<file path="src/rtl/dpll_ctrl_pkg.sv">
// Shared register map, field positions and FSM encoding for the DPLL controller.
package dpll_ctrl_pkg;

   localparam logic [2:0] OFF_CTRL   = 3'd0;
   localparam logic [2:0] OFF_WINDOW = 3'd1;
   localparam logic [2:0] OFF_STATUS = 3'd2;
   localparam logic [2:0] OFF_COUNT  = 3'd3;
   localparam logic [2:0] OFF_CMD    = 3'd4;

   localparam int CTRL_EN_BIT     = 0;
   localparam int CTRL_RESETB_BIT = 1;
   localparam int CTRL_IRQEN_BIT  = 2;
   localparam int CTRL_DIV_LSB    = 4;
   localparam int CTRL_DIV_MSB    = 8;
   // Bit 3 of CTRL is unimplemented and always reads back 0.
   localparam logic [8:0] CTRL_WMASK = 9'h1F7;

   localparam int STAT_BUSY_BIT   = 0;
   localparam int STAT_DONE_BIT   = 1;
   localparam int STAT_LOCKED_BIT = 2;
   localparam int CMD_START_BIT   = 0;

   localparam logic [15:0] WINDOW_DEFAULT = 16'h0010;
   localparam int          PROD_W         = 21;

   typedef enum logic [1:0] {
      ST_IDLE,
      ST_ARM,
      ST_MEASURE,
      ST_DONE
   } state_t;

   function automatic logic [31:0] merge_sel(input logic [31:0] old_v,
                                             input logic [31:0] new_v,
                                             input logic [3:0]  sel);
      logic [31:0] r;
      r = old_v;
      for (int b = 0; b < 4; b++) begin
         if (sel[b]) r[b*8 +: 8] = new_v[b*8 +: 8];
      end
      return r;
   endfunction

endpackage

</file>
<file path="src/rtl/dpll_ctrl_sync_edge.sv">
// Two-flop synchronizer for a slow asynchronous clock, followed by a rising-edge pulse.
module dpll_ctrl_sync_edge (
   input  logic clk_i,
   input  logic rst_i,
   input  logic async_i,
   output logic rise_o
);

   logic meta_q, sync_q, prev_q;

   always_ff @(posedge clk_i or posedge rst_i) begin
      if (rst_i) begin
         meta_q <= 1'b0;
         sync_q <= 1'b0;
         prev_q <= 1'b0;
      end else begin
         meta_q <= async_i;
         sync_q <= meta_q;
         prev_q <= sync_q;
      end
   end

   assign rise_o = sync_q & ~prev_q;

endmodule

</file>
<file path="src/rtl/dpll_ctrl.sv">
// Wishbone-controlled DPLL configuration block with a feedback-frequency measurement engine.
module dpll_ctrl
   import dpll_ctrl_pkg::*;
#(
   parameter int CNT_W    = 20,
   parameter int LOCK_TOL = 2
) (
   input  logic        wb_clk_i,
   input  logic        wb_rst_i,
   input  logic        wbs_stb_i,
   input  logic        wbs_cyc_i,
   input  logic        wbs_we_i,
   input  logic [3:0]  wbs_sel_i,
   input  logic [31:0] wbs_adr_i,
   input  logic [31:0] wbs_dat_i,
   output logic        wbs_ack_o,
   output logic [31:0] wbs_dat_o,
   input  logic        osc_i,
   input  logic        fb_i,
   output logic        dpll_resetb_o,
   output logic        dpll_enable_o,
   output logic [4:0]  dpll_div_o,
   output logic        irq_o
);

   localparam int CMP_W = (CNT_W > PROD_W) ? CNT_W : PROD_W;

   state_t            state_q, state_d;
   logic              ack_q, ack_d;
   logic [31:0]       dat_q, dat_d;
   logic [8:0]        ctrl_q, ctrl_d;
   logic [15:0]       window_q, window_d;
   logic              done_q, done_d, locked_q, locked_d;
   logic [CNT_W-1:0]  count_q, count_d, cnt_q, cnt_d;
   logic [15:0]       osc_cnt_q, osc_cnt_d;

   logic              osc_rise, fb_rise;
   logic              access, wr, start, w1c_done, abort;
   logic [2:0]        off;
   logic              busy, cnt_clr, cnt_run, load_result;
   logic [31:0]       ctrl_merge, window_merge, rdata;
   logic [15:0]       win_eff;
   logic              osc_last;
   logic [4:0]        div;
   logic [PROD_W-1:0] prod;
   logic [CMP_W-1:0]  cnt_ext, exp_ext, diff;
   logic              within_tol;
   logic              unused_bits;

   dpll_ctrl_sync_edge u_sync_osc (
      .clk_i  (wb_clk_i),
      .rst_i  (wb_rst_i),
      .async_i(osc_i),
      .rise_o (osc_rise)
   );

   dpll_ctrl_sync_edge u_sync_fb (
      .clk_i  (wb_clk_i),
      .rst_i  (wb_rst_i),
      .async_i(fb_i),
      .rise_o (fb_rise)
   );

   // Valid/ready: a request is stb&cyc; it is accepted on a cycle where ack is low,
   // and answered by a single registered ack pulse carrying the read data.
   assign access   = wbs_stb_i & wbs_cyc_i & ~ack_q;
   assign wr       = access & wbs_we_i;
   assign off      = wbs_adr_i[4:2];
   assign start    = wr && (off == OFF_CMD) && wbs_dat_i[CMD_START_BIT];
   assign w1c_done = wr && (off == OFF_STATUS) && wbs_dat_i[STAT_DONE_BIT];

   assign div   = ctrl_q[CTRL_DIV_MSB:CTRL_DIV_LSB];
   assign abort = ~ctrl_q[CTRL_EN_BIT] | ~ctrl_q[CTRL_RESETB_BIT];

   assign ctrl_merge   = merge_sel({23'd0, ctrl_q}, wbs_dat_i, wbs_sel_i);
   assign window_merge = merge_sel({16'd0, window_q}, wbs_dat_i, wbs_sel_i);

   assign win_eff  = (window_q == 16'd0) ? 16'd1 : window_q;
   assign osc_last = ({1'b0, osc_cnt_q} + 17'd1) == {1'b0, win_eff};

   // Lock check is done wide enough that neither operand can wrap.
   assign prod       = PROD_W'(div) * PROD_W'(win_eff);
   assign cnt_ext    = CMP_W'(cnt_q);
   assign exp_ext    = CMP_W'(prod);
   assign diff       = (cnt_ext >= exp_ext) ? (cnt_ext - exp_ext) : (exp_ext - cnt_ext);
   assign within_tol = diff <= CMP_W'(LOCK_TOL);

   always_ff @(posedge wb_clk_i or posedge wb_rst_i) begin
      if (wb_rst_i) state_q <= ST_IDLE;
      else          state_q <= state_d;
   end

   always_comb begin
      state_d = state_q;
      case (state_q)
         ST_IDLE:    if (start && ctrl_q[CTRL_EN_BIT]) state_d = ST_ARM;
         ST_ARM:     if (abort) state_d = ST_IDLE;
                     else if (osc_rise) state_d = ST_MEASURE;
         ST_MEASURE: if (abort) state_d = ST_IDLE;
                     else if (osc_rise && osc_last) state_d = ST_DONE;
         ST_DONE:    state_d = ST_IDLE;
         default:    state_d = ST_IDLE;
      endcase
   end

   always_comb begin
      busy        = 1'b1;
      cnt_clr     = 1'b0;
      cnt_run     = 1'b0;
      load_result = 1'b0;
      case (state_q)
         ST_IDLE:    busy = 1'b0;
         ST_ARM:     cnt_clr = 1'b1;
         ST_MEASURE: cnt_run = 1'b1;
         ST_DONE:    load_result = 1'b1;
         default:    busy = 1'b0;
      endcase
   end

   always_comb begin
      ctrl_d   = ctrl_q;
      window_d = window_q;
      if (wr && (off == OFF_CTRL))   ctrl_d   = ctrl_merge[8:0] & CTRL_WMASK;
      if (wr && (off == OFF_WINDOW)) window_d = window_merge[15:0];
   end

   // Result load sits after the W1C clear so a finishing measurement wins.
   always_comb begin
      cnt_d     = cnt_q;
      osc_cnt_d = osc_cnt_q;
      count_d   = count_q;
      locked_d  = locked_q;
      done_d    = done_q;
      if (cnt_clr) begin
         cnt_d     = '0;
         osc_cnt_d = '0;
      end else if (cnt_run) begin
         if (fb_rise && !(&cnt_q)) cnt_d = cnt_q + CNT_W'(1);
         if (osc_rise) osc_cnt_d = osc_cnt_q + 16'd1;
      end
      if (w1c_done) done_d = 1'b0;
      if (load_result) begin
         count_d  = cnt_q;
         locked_d = within_tol;
         done_d   = 1'b1;
      end
   end

   always_comb begin
      rdata = '0;
      case (off)
         OFF_CTRL:   rdata = {23'd0, ctrl_q};
         OFF_WINDOW: rdata = {16'd0, window_q};
         OFF_STATUS: begin
            rdata[STAT_BUSY_BIT]   = busy;
            rdata[STAT_DONE_BIT]   = done_q;
            rdata[STAT_LOCKED_BIT] = locked_q;
         end
         OFF_COUNT:  rdata = 32'(count_q);
         default:    rdata = '0;
      endcase
   end

   assign ack_d = access;
   assign dat_d = (access && !wbs_we_i) ? rdata : 32'd0;

   always_ff @(posedge wb_clk_i or posedge wb_rst_i) begin
      if (wb_rst_i) begin
         ack_q     <= 1'b0;
         dat_q     <= '0;
         ctrl_q    <= '0;
         window_q  <= WINDOW_DEFAULT;
         done_q    <= 1'b0;
         locked_q  <= 1'b0;
         count_q   <= '0;
         cnt_q     <= '0;
         osc_cnt_q <= '0;
      end else begin
         ack_q     <= ack_d;
         dat_q     <= dat_d;
         ctrl_q    <= ctrl_d;
         window_q  <= window_d;
         done_q    <= done_d;
         locked_q  <= locked_d;
         count_q   <= count_d;
         cnt_q     <= cnt_d;
         osc_cnt_q <= osc_cnt_d;
      end
   end

   assign wbs_ack_o     = ack_q;
   assign wbs_dat_o     = dat_q;
   assign dpll_enable_o = ctrl_q[CTRL_EN_BIT];
   assign dpll_resetb_o = ctrl_q[CTRL_RESETB_BIT];
   assign dpll_div_o    = div;
   assign irq_o         = done_q & ctrl_q[CTRL_IRQEN_BIT];

   assign unused_bits = ^{wbs_adr_i[31:5], wbs_adr_i[1:0], ctrl_merge[31:9], window_merge[31:16]};

endmodule

</file>
<file path="config.mk">
export PLATFORM = sky130hd
export DESIGN_NAME = dpll_ctrl
export DESIGN_NICKNAME = d
export VERILOG_FILES = /design/src/rtl/dpll_ctrl_pkg.sv /design/src/rtl/dpll_ctrl_sync_edge.sv /design/src/rtl/dpll_ctrl.sv
export SDC_FILE = /design/constraint.sdc
export NUM_CORES = 1
export LEC_CHECK = 0
export BUFFER_PORTS_ARGS = -buffer_cell sky130_fd_sc_hd__buf_2
export CAP_MARGIN = 30
export CORE_MARGIN = 2
export CORE_UTILIZATION = 60
export CTS_BUF_LIST = sky130_fd_sc_hd__clkbuf_16
export DETAILED_ROUTE_END_ITERATION = 8
export PLACE_DENSITY = 0.89
export SKIP_CTS_REPAIR_TIMING = 1
export SYNTH_ARGS = -nofsm -noshare
export SYNTH_HDL_FRONTEND = slang
export SYNTH_SLANG_ARGS = --single-unit
export TNS_END_PERCENT = 1
</file>
<file path="constraint.sdc">
create_clock -name wb_clk_i -period 11.17 [get_ports wb_clk_i]
set_input_delay 0 -clock wb_clk_i [delete_from_list [all_inputs] [get_ports wb_clk_i]]
set_output_delay 0 -clock wb_clk_i [all_outputs]
set_load 0.02 [all_outputs]
</file>
==> reports/metrics.sh <==
SEQUENTIAL_SHARE_OF_POWER=0.301
CRIT_END='locked_q'
SYNTH_CELL_TYPE_COUNT=70
WORSTREG2REGEND='locked_q'
DETAILEDROUTE.FIRSTPASSITERATIONCOUNT=6
AREA.GROWTH.SYNTH_TO_FINAL_PCT=7.55
POSTSYNTH.TOPFLOPCELL='sky130_fd_sc_hd__dfrtp_1'
CTS-ROOT-TO-SINK-BUFFERS=2
POST_SYNTH_INSTANCE_AREA_UM2=9970
CTS_INSERTED_BUFFERS=9
TNS_NS=0
TOTAL_SWITCHING_POWER_W=0.000724
POSTSYNTHCELLCOUNT=1125
P_CLK_FRAC=0.189
SETUP_SKEW_AFTER_LAYOUT_NS=0.00882
VIOLATIONS='negative hold slack'
YS_WARN_COUNT=0
ROUTABILITY_DRIVEN_PLACEMENT_CONGESTION_RATIO=0.913
VIAS_PER_CELL=6.06
REG2REGPATHDEPTH=28
ROW_COUNT=47
FIRST_ITER_VIOLATIONS=804
MOST_COMMON_CELL_AFTER_LAYOUT_FILL_AND_TAPS_ASIDE='sky130_fd_sc_hd__dfrtp_1'
WORST_EP_REQUIRED_TIME_NS=11.43
DP_SLACK_NS=2.49
GLOBALROUTEOVERFLOWTOTAL=0
GR-USAGE-ALL-LAYERS=0.279
MIN_TCLK_POST_ROUTE_NS=9.03
HOLDCRITPATHCLASS='input pin to flip-flop'
POWER_REPORT.INTERNAL_TOTAL_W=0.000937
ASYNC_FLOP_SHARE=1.00
CLOCK-SINKS=111
TIMING.FINAL.HOLD_VIOLATIONS=1
PIN_COUNT=116
WORST-SETUP-PATH-TYPE='flip-flop to flip-flop'
DIE_WIDTH_UM=133
WORSTPATHMAXFANOUT=11
MAX-CAP-VIOLATIONS=0
REGTOREGSETUPSLACK_NS=2.14
STARTING_DENSITY=0.608
CTS-HTREE-LEVELS=3
PEAK_FREQ_MHz=111
CLOCK-ROOT-BUFFER='sky130_fd_sc_hd__clkbuf_16'
WL_PER_CELL_UM=18.0
SYNTH-SEQ-AREA-SHARE=0.279
POWER.SHARE.COMBINATIONAL=0.509
SYN_AVG_CELL_AREA_UM2=8.87
SETUP_WS_NS=2.14
WORSTSETUPSTARTPOINT='window_q[7]'
FINAL_NET_COUNT=1342
STATUS='finished, violations left'
ANT_NETS=0
DIE_HT_UM=133
CP-END-KIND='flip-flop'
CRITICAL_PATH.REG2REG.STARTPOINT='window_q[7]'
LAYOUT.CELLS.MOST_COMMON_LIST='sky130_fd_sc_hd__dfrtp_1, sky130_fd_sc_hd__nand2_1, sky130_fd_sc_hd__inv_1, sky130_fd_sc_hd__ha_1, sky130_fd_sc_hd__nor2_1'
FINAL.PERIOD_UTILIZATION=0.809
IRDROPWORSTVDD_mV=0.0860
PLACEMENT.IO_BUFFERS=56
REGISTER_BIT_COUNT_REPORTED_BY_YOSYS=111
HOLD-WORST-SLACK_NS=-0.0113
POSTROUTEWIRELENGTH_UM=24700
ANTENNA-DIODE-COUNT=0
WORST_PIN_SLEW_NS=0.977
WORSTPATHARRIVAL_NS=9.29
CLKSLEWWORSTSETUPHOLDPATHS_NS=0.08
DRIVE_GT1_FRAC=0.121
GRT_FIRST_PASS_WIRELENGTH_UM=39700
POWER.DENSITY_CELL_AREA_nW_PER_UM2=155
RSZ0062_AT_GRT='false'
SLEW_VIOL_FINAL=0
TIMING.MAX_SLEW.REL_SLACK=0.347
CP_SLOWEST_STAGE_DELAY_NS=0.62
FLOORPLAN.DIE_AREA_UM2=17700
DR_DRC_COUNT=0
CLOCK_TREE_FROM_TRITONCTS='yes'
VIAS_AFTER_DETAILED_ROUTING=8326
CRIT_PATH_START_KIND='flip-flop'
SETUP-VIOLATIONS-FINAL=0
FILLCELLCOUNT=1210
PIN_COUNT_OF_THE_BIGGEST_NET_ENTERING_GLOBAL_ROUTING=58
FLOORPLAN.CORE_AREA_UM2=16400
CRITICAL_PATH_SLOWEST_STAGE_CELL='sky130_fd_sc_hd__o21ai_1'
ANTENNA_FOUND_INITIAL=0
SWITCHING_SHARE=0.436
GRT_PASS1_VIAS=8127
PLACE.DETAILED.HPWL_UM=17800
SYNTH_ENABLE_FLOP_CELLS=0
POWER.STATIC_LEAKAGE_nW=5.30
INSERTION_DELAY_TO_THE_LATER_SINK_OF_THE_WORST_SKEW_PAIR_NS=0.36
-- per-layer routing --
layer  track usage  vias to the layer above  share of wire
li1              -                     3869              -
met4         0.107                        0          0.031
met5             0                        -              0
met2         0.455                      363           0.48
met1         0.370                     4025           0.42
met3        0.0548                       69          0.074
-- synth_stat cells (27+ instances only) --
cell type	n	area share
sky130_fd_sc_hd__clkbuf_1	59	0.022
sky130_fd_sc_hd__nand3_1	27	0.014
sky130_fd_sc_hd__inv_1	87	0.033
sky130_fd_sc_hd__a21oi_1	53	0.027
sky130_fd_sc_hd__o21ai_0	53	0.027
sky130_fd_sc_hd__nand2_1	89	0.033
sky130_fd_sc_hd__nor2_1	71	0.027
sky130_fd_sc_hd__mux2_2	47	0.053
sky130_fd_sc_hd__dfrtp_1	110	0.28
sky130_fd_sc_hd__xnor2_1	49	0.043
sky130_fd_sc_hd__ha_1	75	0.094
sky130_fd_sc_hd__fa_1	44	0.088
sky130_fd_sc_hd__and2_1	65	0.041
sky130_fd_sc_hd__nor3_1	31	0.016
-- power groups by stage --
stage / Sequential (W) / Clock (W) / Combinational (W)
floorplan: 0.000464 / 0 / 0.000678
global placement: 0.000503 / 0 / 0.000797
detailed placement: 0.000505 / 0 / 0.000815
CTS: 0.000498 / 0.000317 / 0.000822
global route: 0.000506 / 0.000334 / 0.000926
finish: 0.000501 / 0.000314 / 0.000846
-- flip-flops by register name (all words and copies together), names as in the netlist --
register	count
wbs_ack_o	1
done_q	1
locked_q	1
u_sync_fb.meta_q	1
osc_cnt_q	16
u_sync_osc.prev_q	1
wbs_dat_o	20
cnt_q	20
window_q	16
u_sync_osc.meta_q	1
u_sync_osc.sync_q	1
u_sync_fb.prev_q	1
ctrl_q	8
count_q	20
u_sync_fb.sync_q	1
state_q	2
-- worst min-delay path by stage --
stage	startpoint	to	slack [ns]	cells past startpoint
finish	wbs_cyc_i	wbs_ack_o	-0.01	4
global route	wbs_cyc_i	wbs_ack_o	0.02	4
CTS	fb_i	u_sync_fb.meta_q	-0.26	1
detailed placement	fb_i	u_sync_fb.meta_q	0.11	1
global placement	fb_i	u_sync_fb.meta_q	0.11	1
floorplan	fb_i	u_sync_fb.meta_q	0.03	0
-- final cells by class --
class                      instances  area (µm²)  area share
multi-input combinational        858        6550       0.610
sequential                       111        2780       0.259
timing repair buffer              81         518      0.0483
inverter                          87         329      0.0307
tap                              220         275      0.0257
clock buffer                       9         225      0.0210
clock inverter                     7        55.1     0.00513
-- kinds of logic after synthesis --
logic type | count (synthesis) | synth area share
adder cells (fa/ha/maj) | 119 | 0.182
multiplexers | 69 | 0.0751
AO/OA/AOI/OAI | 216 | 0.140
buffers and inverters | 167 | 0.0692
AND/OR/NAND/NOR | 372 | 0.190
other | 1 | 0.000376
XOR/XNOR | 70 | 0.0641
flip-flops | 111 | 0.279
-- critical path, delay by kind of cell, from the launching register on --
kind	cells	cell delay, ns
AOI/OAI and AO/OA	12	3.48
adders and majority gates	5	2.33
and+or+nand+nor	8	2.07
DFF	1	0.52
xor gates and xnor gates	2	0.47
buffers and inverters	1	0.05
-- per-stage QoR --
step                       util  power, W  hold WS, ns  instances  instance area [µm²]
after global routing      0.654   0.00177       0.0172       1373                10700
after floorplan               -   0.00114       0.0314       1136                10000
after global placement    0.624   0.00130        0.108       1336                10200
after detailed placement  0.624   0.00132        0.111       1336                10200
after CTS                 0.641   0.00164       -0.263       1352                10500
final                     0.654   0.00166      -0.0113       1373                10700
(Power assumes the default switching activity.)
